### config.mk
export PLATFORM = sky130hd
export DESIGN_NAME = rr_arbiter4
export DESIGN_NICKNAME = d
export VERILOG_FILES = /design/src/rtl/rr_arbiter4_pkg.sv /design/src/rtl/rr_arbiter4_grant_decoder.sv /design/src/rtl/rr_arbiter4.sv
export SDC_FILE = /design/constraint.sdc
export NUM_CORES = 1
export LEC_CHECK = 0
export CAP_MARGIN = 20
export CORE_MARGIN = 2
export CORE_UTILIZATION = 40
export CTS_BUF_LIST = sky130_fd_sc_hd__clkbuf_16
export CTS_CLUSTER_SIZE = 28
export DETAILED_ROUTE_END_ITERATION = 6
export PLACE_DENSITY = 0.66
export SLEW_MARGIN = 20
export SYNTH_ARGS = -nofsm -noshare
export SYNTH_HDL_FRONTEND = slang
export SYNTH_SLANG_ARGS = --single-unit
export TNS_END_PERCENT = 10
### constraint.sdc
create_clock -name clk -period 2.2 [get_ports clk]
set_input_delay 0.22 -clock clk [delete_from_list [all_inputs] [get_ports clk]]
set_output_delay 0.22 -clock clk [all_outputs]
set_load 0.02 [all_outputs]
### src/rtl/rr_arbiter4_pkg.sv
// ----------------------------------------------------------------------------
// rr_arbiter4_pkg
// Shared definitions for the four-requester round-robin arbiter:
//   - arb_state_e : arbiter state encoding (ARB_IDLE / ARB_GRANT)
//   - ARB_NUM_REQ : number of requesters
//   - win_t       : result of a round-robin winner search
//   - find_winner : rotating-priority search used by the arbiter
// ----------------------------------------------------------------------------
package rr_arbiter4_pkg;

    localparam int ARB_NUM_REQ = 4;

    typedef enum logic {
        ARB_IDLE  = 1'b0,
        ARB_GRANT = 1'b1
    } arb_state_e;

    typedef struct packed {
        logic       found;
        logic [1:0] idx;
    } win_t;

    // Return the first set request scanning start, start+1, ... modulo 4.
    // Iterating from the farthest offset down lets the nearest hit overwrite
    // earlier ones, so the closest requester to start wins.
    function automatic win_t find_winner(input logic [3:0] req, input logic [1:0] start);
        win_t       res;
        logic [1:0] off;
        logic [1:0] idx;
        res.found = 1'b0;
        res.idx   = 2'd0;
        for (int k = 3; k >= 0; k--) begin
            off = 2'(k);
            idx = start + off;
            if (req[idx]) begin
                res.found = 1'b1;
                res.idx   = idx;
            end else begin
                res = res;
            end
        end
        return res;
    endfunction

endpackage

### src/rtl/rr_arbiter4_grant_decoder.sv
// ----------------------------------------------------------------------------
// grant_decoder
// Structural 2-to-4 decoder with enable, built from NOT and AND primitives.
// Ports:
//   out0..out3 : decoded one-hot outputs (all zero when enable is low)
//   address0   : address bit 0
//   address1   : address bit 1
//   enable     : global output enable
// ----------------------------------------------------------------------------
module grant_decoder (
    output logic out0,
    output logic out1,
    output logic out2,
    output logic out3,
    input  logic address0,
    input  logic address1,
    input  logic enable
);

    logic address0_n_s;
    logic address1_n_s;

    not u_inv0 (address0_n_s, address0);
    not u_inv1 (address1_n_s, address1);

    and u_and0 (out0, address0_n_s, address1_n_s, enable);
    and u_and1 (out1, address0,     address1_n_s, enable);
    and u_and2 (out2, address0_n_s, address1,     enable);
    and u_and3 (out3, address0,     address1,     enable);

endmodule

### src/rtl/rr_arbiter4.sv
// ----------------------------------------------------------------------------
// rr_arbiter4
// Four-requester round-robin arbiter with bounded hold time. The winning
// requester index and enable are registered and decoded into one-hot grants.
// Parameters:
//   MAX_HOLD : max consecutive grant cycles while another requester waits (>=2)
//   CNT_W    : hold counter width, 2**CNT_W >= MAX_HOLD
// Ports:
//   clk          : clock, rising edge
//   reset        : asynchronous active-high reset
//   req[3:0]     : level-sensitive request per requester
//   grant[3:0]   : one-hot grant, zero when idle
//   grantAddress : registered index of granted requester
//   grantEnable  : registered, high while a grant is active
//   holdCount    : registered cycles elapsed in the current grant (saturating)
// ----------------------------------------------------------------------------
module rr_arbiter4
    import rr_arbiter4_pkg::*;
#(
    parameter int MAX_HOLD = 8,
    parameter int CNT_W    = 3
) (
    input  logic             clk,
    input  logic             reset,
    input  logic [3:0]       req,
    output logic [3:0]       grant,
    output logic [1:0]       grantAddress,
    output logic             grantEnable,
    output logic [CNT_W-1:0] holdCount
);

    localparam logic [CNT_W-1:0] HOLD_LAST = CNT_W'(MAX_HOLD - 1);
    localparam logic [CNT_W-1:0] CNT_ZERO  = {CNT_W{1'b0}};
    localparam logic [CNT_W-1:0] CNT_ONE   = CNT_W'(1);

    arb_state_e       state_r, state_s;
    logic [1:0]       ptr_r, ptr_s;
    logic [1:0]       addr_r, addr_s;
    logic [CNT_W-1:0] cnt_r, cnt_s;

    logic [3:0]       holder_mask_s;
    logic [3:0]       others_s;
    logic             release_s;
    win_t             win_idle_s;
    win_t             win_next_s;

    // Competitor view and the two winner searches (from ptr, and from holder+1).
    always_comb begin
        holder_mask_s = 4'b0001 << addr_r;
        others_s      = req & ~holder_mask_s;
        // The holder is excluded from the hand-off search so that a release
        // always moves the grant away even if the holder re-requests.
        win_idle_s    = find_winner(req, ptr_r);
        win_next_s    = find_winner(others_s, addr_r + 2'd1);
        release_s     = ~req[addr_r] | ((cnt_r == HOLD_LAST) & (others_s != 4'b0000));
    end

    // Next-state, pointer, grant address and hold counter.
    always_comb begin
        state_s = state_r;
        ptr_s   = ptr_r;
        addr_s  = addr_r;
        cnt_s   = cnt_r;
        case (state_r)
            ARB_IDLE: begin
                if (win_idle_s.found) begin
                    addr_s  = win_idle_s.idx;
                    cnt_s   = CNT_ZERO;
                    state_s = ARB_GRANT;
                end else begin
                    cnt_s   = CNT_ZERO;
                end
            end
            ARB_GRANT: begin
                if (release_s) begin
                    ptr_s = addr_r + 2'd1;
                    cnt_s = CNT_ZERO;
                    if (win_next_s.found) begin
                        addr_s  = win_next_s.idx;
                        state_s = ARB_GRANT;
                    end else begin
                        state_s = ARB_IDLE;
                    end
                end else begin
                    if (cnt_r != HOLD_LAST) begin
                        cnt_s = cnt_r + CNT_ONE;
                    end else begin
                        cnt_s = cnt_r;
                    end
                end
            end
            default: begin
                state_s = ARB_IDLE;
                cnt_s   = CNT_ZERO;
            end
        endcase
    end

    // State and datapath registers; reset drops the grant immediately.
    always_ff @(posedge clk or posedge reset) begin
        if (reset) begin
            state_r <= ARB_IDLE;
            ptr_r   <= 2'd0;
            addr_r  <= 2'd0;
            cnt_r   <= CNT_ZERO;
        end else begin
            state_r <= state_s;
            ptr_r   <= ptr_s;
            addr_r  <= addr_s;
            cnt_r   <= cnt_s;
        end
    end

    assign grantAddress = addr_r;
    assign grantEnable  = (state_r == ARB_GRANT);
    assign holdCount    = cnt_r;

    grant_decoder u_grant_decoder (
        .out0     (grant[0]),
        .out1     (grant[1]),
        .out2     (grant[2]),
        .out3     (grant[3]),
        .address0 (addr_r[0]),
        .address1 (addr_r[1]),
        .enable   (grantEnable)
    );

endmodule
---- Yosys cells after proc, flatten, opt, wreduce, memory -nomap -nowiden ----
Cells that the tools add are included.
word-level totals
  bits in registers ....................... 8
  input port bits ......................... 6
  logic and storage cells ................. 80
operators by class
  add/subtract/negate cells ............... 8
  magnitude comparators ................... 9
  eq/ne operators ......................... 6
  shift operators ......................... 1
  multiplexer cells ....................... 37
  bitwise gates (word level) .............. 8
  reduce and logical (&&, ||, !) cells .... 7
operators with widths
  cell                   count
  $mux W3                10
  $lt A2 B3 Y1 const B   9
  $bmux W1 S2            9
  $reduce_and A3 Y1      5
  $mux W1                12
  $add A2 B2 Y2 const B  4
  $add A2 B1 Y2 const B  3
  $mux W2                3
  $pmux W3 S2            1
  $and A4 B4 Y4          1
  $ne A2 B1 Y1 const B   2
  $not A1 Y1             4
  $not A4 Y4             1
  $pmux W2 S2            1
  $reduce_bool A4 Y1     1
  $shl A1 B2 Y4 const A  1
  $add A3 B1 Y3 const B  1
  $eq A3 B3 Y1 const B   1
  $ne A3 B1 Y1 const B   1
  $ne A3 B3 Y1 const B   1
  $ne A2 B2 Y1 const B   1
  $pmux W1 S2            1
  $reduce_and A2 Y1      1
  $and A1 B1 Y1          1
  $or A1 B1 Y1           1

---- Depth between registers and ports, before layout ----
Gate-level depths: netlist of run 1.
  word-level depth ........................ 12
  mapped depth ............................ 8
  gate-level depth less buffers ........... 7

---- By module ----
A second synthesis of run 1 with hierarchy kept.
unflattened totals
  cell total of the unflattened synthesis .. 85
  area, all modules ....................... 765.7 um2
modules (own cells, without submodules)
  module         times used  cells each  area an instance (um2)  seq. area each (um2)
  rr_arbiter4    1           81          728.2                   200.2
  grant_decoder  1           4           37.5                    0.0

---- Worst setup path after synthesis of run 1 ----
OpenSTA, ideal clock, no wires.
  path kind ............................... flip-flop to flip-flop
  from .................................... reg addr_r[0] (netlist: grantAddress[0])
  to ...................................... reg addr_r[0] (netlist: grantAddress[0])
  setup time .............................. 0.120 ns
  data arrival time ....................... 2.021 ns
  required time ........................... 2.080 ns
  setup slack ............................. 0.059 ns
  cell stages (with the launch flop) ...... 8
  path buffers ............................ 1
  clock period less this slack ............ 2.141 ns
  cells stage by stage .................... dfrtp_1 > clkbuf_1 > inv_1 > ha_1 > or2_1 > o32ai_1 > o32ai_1 > a31o_1
on the way
  cells in the longest elaborated chain, start to end .. 12
  elaborated cells between the ends (all ways) .. 31
  classes of those cells .................. add/sub (4); eq/ne (2); shift (1); mux (17); bitwise (5); reduce/logical (2)
RTL lines
  item                                                                    line                text
  from (decl)                                                             rr_arbiter4.sv:38   logic [1:0] addr_r, addr_s;
  from (signal assigned)                                                  rr_arbiter4.sv:109  addr_r <= addr_s;
  parallel branches: the longest is 12 deep, another holds $add A2 B1 Y2  --
Parallel ways; which one is timed is not known. The select of a mux whose other input is x is not followed.
A chain may end at the register's enable or synchronous reset.

---- Final worst setup path of run 1 ----
  from .................................... reg addr_r[1] (netlist: grantAddress[1])
  to ...................................... reg addr_r[0] (netlist: grantAddress[0])
The elaborated chain is that of the path after synthesis.

==> impl_metrics.ini, run 1 <==
[status]
run_status = finished, final reports clean

[worst_setup_path]
worst_r2r_path_depth = 6
worst_setup_path_start_kind = flip-flop
worst_endpoint_required_time_ps = 2320
cp_data_arrival_time_ps = 2200
path_max_fanout = 8
worst-setup-path-type = reg -> reg
setup.worst_path.end_class = flip-flop

[drt]
drt_pass1_iterations = 4
drcViolationCount = 0
final_antenna_net_count = 0
totalWireLength_um = 1850
route.detailed.vias_per_inst = 5.46
num_vias = 710
routedWlPerCell_um = 14.2
initialDrtViolationCount = 12

[global_routing]
grt_pass1_vias = 706
globalRouteTotalUtil = 0.170
largest_net_degree_at_the_start_of_global_routing = 15
number_of_antenna_violations_at_the_first_check_in_global_routing = 0
grt.overflow.total = 0
first_pass_grt_wire_length_um = 3190

[timing]
totalNegativeSetupSlack_ps = 0
final_period_minus_worst_setup_slack_ps = 2090
min_period_over_period = 0.948
fmax_mhz = 480
hold_slack_ps = 232
timing.clock.skew_ps = 0.645
setup_repair_after_global_routing_missed_its_margin = no
postLayoutSetupSlackWorst_ps = 115
worst_slew_pin_slew_ps = 480
final-hold-violation-count = 0
maxSlewHeadroom = 0.671
final-max-slew-violation-count = 0
setup-violations-final = 0

[logic_synthesis]
biggest_area_consumer_among_synthesized_cells = sky130_fd_sc_hd__dfrtp_1
synth-main-ff-cell = sky130_fd_sc_hd__dfrtp_1
asyncSetResetFlopFracSynth = 1.00
post_synthesis_cells = 88
synth.ff_latch_count = 8
syn_area_per_cell_sq_um = 9.36
ys_seq_area_frac = 0.243
synth-edff-count = 0
synthesis.area_sq_um = 823
post-synth-top-area-fraction = 0.243
synth.yosys.warnings = 0
synthTopCellsByArea = sky130_fd_sc_hd__dfrtp_1, sky130_fd_sc_hd__ha_1, sky130_fd_sc_hd__a21oi_1
syn-num-nets = 100
post_synth_num_cell_types = 43

[layout]
finalCoreUtilization = 0.550
post_route_cells_drive_above_1_share = 0.184
finalNetCount = 117
num_antenna_cells = 0
area_growth_syn_to_layout_pct = 29.6

[placement]
buffer_ports.inserted = 15
gpl.final_weighted_congestion = 0.838
dpl_worst_slack_ps = 98.0
hpwl_after_dpl_um = 1430

[clock_tree]
clock_sinks = 8
clock_tree.buffer_depth = 2
cts_root_buffer = sky130_fd_sc_hd__clkbuf_16
cts_hold_buffers = 0
post-cts-setup-buffer-count = 0
cts_inserted_buffers = 3
tritoncts = yes
cts.clk_slew.worst_paths_ps = 40
insertion_delay_ps = 230
cts_htree_levels = 1
post_cts.resized_instances = 0

[floorplan]
initial_core_util = 0.424
ios = 16
dieArea_sq_mm = 0.00244
num_rows = 16
die-width_um = 49.4
floorplan.core_area_sq_mm = 0.00194
floorplan.die.height_um = 49.4

[job]
cap_viol_max_count = 0

[min_path]
worstHoldPathType = in -> async

[power_and_ir_drop]
power_leakage_uw = 0.000456
p_per_area_mw_per_mm2 = 1500
fin_total_pwr_uw = 1600
irDropWorstVdd_mv = 0.872
## power by group
group          switching, uW  internal [uW]  total (uW)
clock                   70.6            234         305
sequential              74.0            210         284
combinational            518            498        1020
total                    662            942        1600
## path summary, 6_finish.rpt
check / to / slack [ps] / start
min reg2reg: holdCount[1] / 560 / holdCount[1]
max in group asynchronous: ptr_r[1] / 1740 / reset
min in group clk: holdCount[1] / 560 / holdCount[1]
max: grantAddress[0] / 110 / grantAddress[1]
max reg2reg: grantAddress[0] / 110 / grantAddress[1]
min: holdCount[0] / 230 / reset
## through the flow
stage	cell area, sq um	std cells
after detailed placement	992	127
after global routing	1070	130
after floorplan	823	88
final	1070	130
after global placement	992	127
after CTS	1070	130
## cells in the final DEF, fill, tap and decap left out, types with 2 or more instances in the layout
cell	count
sky130_fd_sc_hd__nand2_1	2
sky130_fd_sc_hd__dfrtp_1	8
sky130_fd_sc_hd__nor2_1	7
sky130_fd_sc_hd__buf_4	5
sky130_fd_sc_hd__nor2b_1	2
sky130_fd_sc_hd__nand2b_1	3
sky130_fd_sc_hd__o32ai_1	3
sky130_fd_sc_hd__a21oi_1	9
sky130_fd_sc_hd__clkbuf_16	3
sky130_fd_sc_hd__o21ai_1	2
sky130_fd_sc_hd__clkdlybuf4s50_1	15
sky130_fd_sc_hd__mux2i_1	2
sky130_fd_sc_hd__inv_1	6
sky130_fd_sc_hd__ha_1	6
## cells in the mapped netlist, types with 2 or more instances
library cell               instances
sky130_fd_sc_hd__a21oi_1           9
sky130_fd_sc_hd__dfrtp_1           8
sky130_fd_sc_hd__nor2_1            7
sky130_fd_sc_hd__buf_4             6
sky130_fd_sc_hd__ha_1              6
sky130_fd_sc_hd__inv_1             6
sky130_fd_sc_hd__nand2b_1          3
sky130_fd_sc_hd__o32ai_1           3
sky130_fd_sc_hd__clkbuf_1          2
sky130_fd_sc_hd__mux2i_1           2
sky130_fd_sc_hd__nand2_1           2
sky130_fd_sc_hd__nor2b_1           2
sky130_fd_sc_hd__o21ai_1           2
## state kept, by name, summed over array words and instances (netlist names)
signal / cells
ptr_r: 2
grantAddress: 2
grantEnable: 1
holdCount: 3
## final cells by class
cell class / count / area, sq um
Clock buffer: 3 / 75.1
Fill cell: 190 / 875
Inverter: 6 / 22.5
Multi-Input combinational cell: 66 / 548
Sequential cell: 8 / 200
Tap cell: 27 / 33.8
Timing Repair Buffer: 20 / 188
## layer usage
| metal | track usage | vias to the layer above | routed length (um) |
|---|---|---|---|
| li1 | - | 352 | - |
| met1 | 0.209 | 337 | 817 |
| met2 | 0.286 | 17 | 907 |
| met3 | 0.0337 | 4 | 92 |
| met4 | 0.0714 | 0 | 27 |
| met5 | 0 | - | 0 |
## kinds of logic after synthesis
group,Yosys count,share of synthesized area
AND/OR/NAND/NOR,28,0.239
AO/OA/AOI/OAI,27,0.255
buffers and inverters,14,0.0912
flip-flops,8,0.243
adder cells (fa/ha/maj),6,0.0912
multiplexers,4,0.0699
XOR/XNOR,1,0.0106
## critical path, cell delays in order, from the launching register on
cell and delay, ps:
sky130_fd_sc_hd__dfrtp_1 420, sky130_fd_sc_hd__inv_1 110, sky130_fd_sc_hd__ha_1 420, sky130_fd_sc_hd__or2_1 270, sky130_fd_sc_hd__o32ai_1 360, sky130_fd_sc_hd__o32ai_1 160, sky130_fd_sc_hd__a31o_1 230
(Power assumes the default switching activity.)
==> run 2: changes to the inputs <==
CTS_CLUSTER_DIAMETER = 60   (was default)
MAX_ROUTING_LAYER = met4   (was default)
==> impl_metrics.ini, run 2 (synthesized netlist as in run 1, its figures left out) <==
[global_routing]
grt.overflow.total = 0
number_of_antenna_violations_at_the_first_check_in_global_routing = 0
largest_net_degree_at_the_start_of_global_routing = 15
first_pass_grt_wire_length_um = 3190
grt_pass1_vias = 707
globalRouteTotalUtil = 0.175

[power_and_ir_drop]
power_leakage_uw = 0.000456
irDropWorstVdd_mv = 0.872
fin_total_pwr_uw = 1600
p_per_area_mw_per_mm2 = 1500

[timing]
setup_repair_after_global_routing_missed_its_margin = no
totalNegativeSetupSlack_ps = 0
min_period_over_period = 0.951
setup-violations-final = 0
timing.clock.skew_ps = 0.761
fmax_mhz = 478
worst_slew_pin_slew_ps = 480
maxSlewHeadroom = 0.671
final-max-slew-violation-count = 0
final_period_minus_worst_setup_slack_ps = 2090
final-hold-violation-count = 0

[drt]
final_antenna_net_count = 0
totalWireLength_um = 1850
num_vias = 704
drt_pass1_iterations = 4
initialDrtViolationCount = 9
routedWlPerCell_um = 14.2
drcViolationCount = 0
route.detailed.vias_per_inst = 5.42

[worst_setup_path]
worst_r2r_path_depth = 6
critPathMaxStageDelay_ps = 420
cp_top_family = compound AO/OA/AOI/OAI gates
worst_setup_path_start_kind = flip-flop
crit_buf_inv = 1
number_of_cells_on_the_critical_path = 6
worst-setup-path-type = reg -> reg
worst_endpoint_required_time_ps = 2320
cp_data_arrival_time_ps = 2210
critical_path.most_common_cell = sky130_fd_sc_hd__o32ai_1
path_max_fanout = 8
slowest_stage = sky130_fd_sc_hd__dfrtp_1
setup.worst_path.end_class = flip-flop
crit_chain = inv_1 -> ha_1 -> or2_1 -> o32ai_1 -> o32ai_1 -> a31o_1

[layout]
final_common_cell = sky130_fd_sc_hd__clkdlybuf4s50_1
post_route_cells_drive_above_1_share = 0.184
largest_reg_flops = 3
mostFrequentLayoutCells = sky130_fd_sc_hd__clkdlybuf4s50_1, sky130_fd_sc_hd__a21oi_1, sky130_fd_sc_hd__dfrtp_1
num_antenna_cells = 0
layout.filler_cells = 190
finalNetCount = 117
area_growth_syn_to_layout_pct = 29.6

[clock_tree]
clock_sinks = 8
cts_inserted_buffers = 3
cts_root_buffer = sky130_fd_sc_hd__clkbuf_16
cts_htree_levels = 1
tritoncts = yes
post_cts.resized_instances = 0
cts.clk_slew.worst_paths_ps = 40
post-cts-setup-buffer-count = 0
clock_tree.buffer_depth = 2
insertion_delay_ps = 230
cts_hold_buffers = 0

[status]
run_status = finished, final reports clean

[floorplan]
floorplan.die.height_um = 49.4
num_rows = 16
floorplan.core_area_sq_mm = 0.00194
ios = 16
dieArea_sq_mm = 0.00244
initial_core_util = 0.424
die-width_um = 49.4

[job]
cap_viol_max_count = 0

[placement]
buffer_ports.inserted = 15
hpwl_after_dpl_um = 1430
gpl.final_weighted_congestion = 0.851

[min_path]
worstHoldPathType = in -> async
run 2: cell counts in the layout (fill, tap and decap cells not counted):
Identical to the previous run, type by type.
run 2: metal layers:
layer / global-route usage / wire [um]
met4: 0.0714 / 16
met1: 0.209 / 841
met3: 0.0337 / 81
met5: - / 0
met2: 0.286 / 909
run 2: path summary, 6_finish.rpt:
path	startpoint	slack [ps]	end
max	grantAddress[1]	110	grantAddress[0]
min reg2reg	holdCount[1]	560	holdCount[1]
max reg2reg	grantAddress[1]	110	grantAddress[0]
max in group asynchronous	reset	1740	ptr_r[1]
min	reset	230	holdCount[0]
min in group clk	holdCount[1]	560	holdCount[1]
run 2: worst register-to-register path: cells and delay by family, from the launching register on:
kind            cells  cell delay (ps)
compound gates      3              760
flops               1              420
fa+ha+maj           1              420
simple gates        1              270
buf+inv             1              110
run 2: final cells by class:
cell class | instances | area (sq um) | area share
Clock buffer | 3 | 75.1 | 0.0703
Multi-Input combinational cell | 66 | 548 | 0.513
Tap cell | 27 | 33.8 | 0.0317
Timing Repair Buffer | 20 | 188 | 0.176
Sequential cell | 8 | 200 | 0.188
Inverter | 6 | 22.5 | 0.0211
run 2: stage by stage:
| step | hold slack [ps] | setup slack (ps) | area (sq um) | std cells | util |
|---|---|---|---|---|---|
| finish | 233 | 108 | 1070 | 130 | 0.550 |
| global route | 279 | 24.0 | 1070 | 130 | 0.550 |
| CTS | 241 | 80.3 | 1070 | 130 | 0.550 |
| detailed placement | 485 | 98.0 | 992 | 127 | 0.511 |
| global placement | 481 | 98.6 | 992 | 127 | 0.511 |
| floorplan | 35.7 | 59.0 | 823 | 88 | - |
run 2: power by group:
group          internal (uW)  total [uW]  leakage, uW  switching [uW]
clock network            234         304    0.0000370            69.6
registers                210         284    0.0000948            74.1
logic                    498        1020     0.000325             519
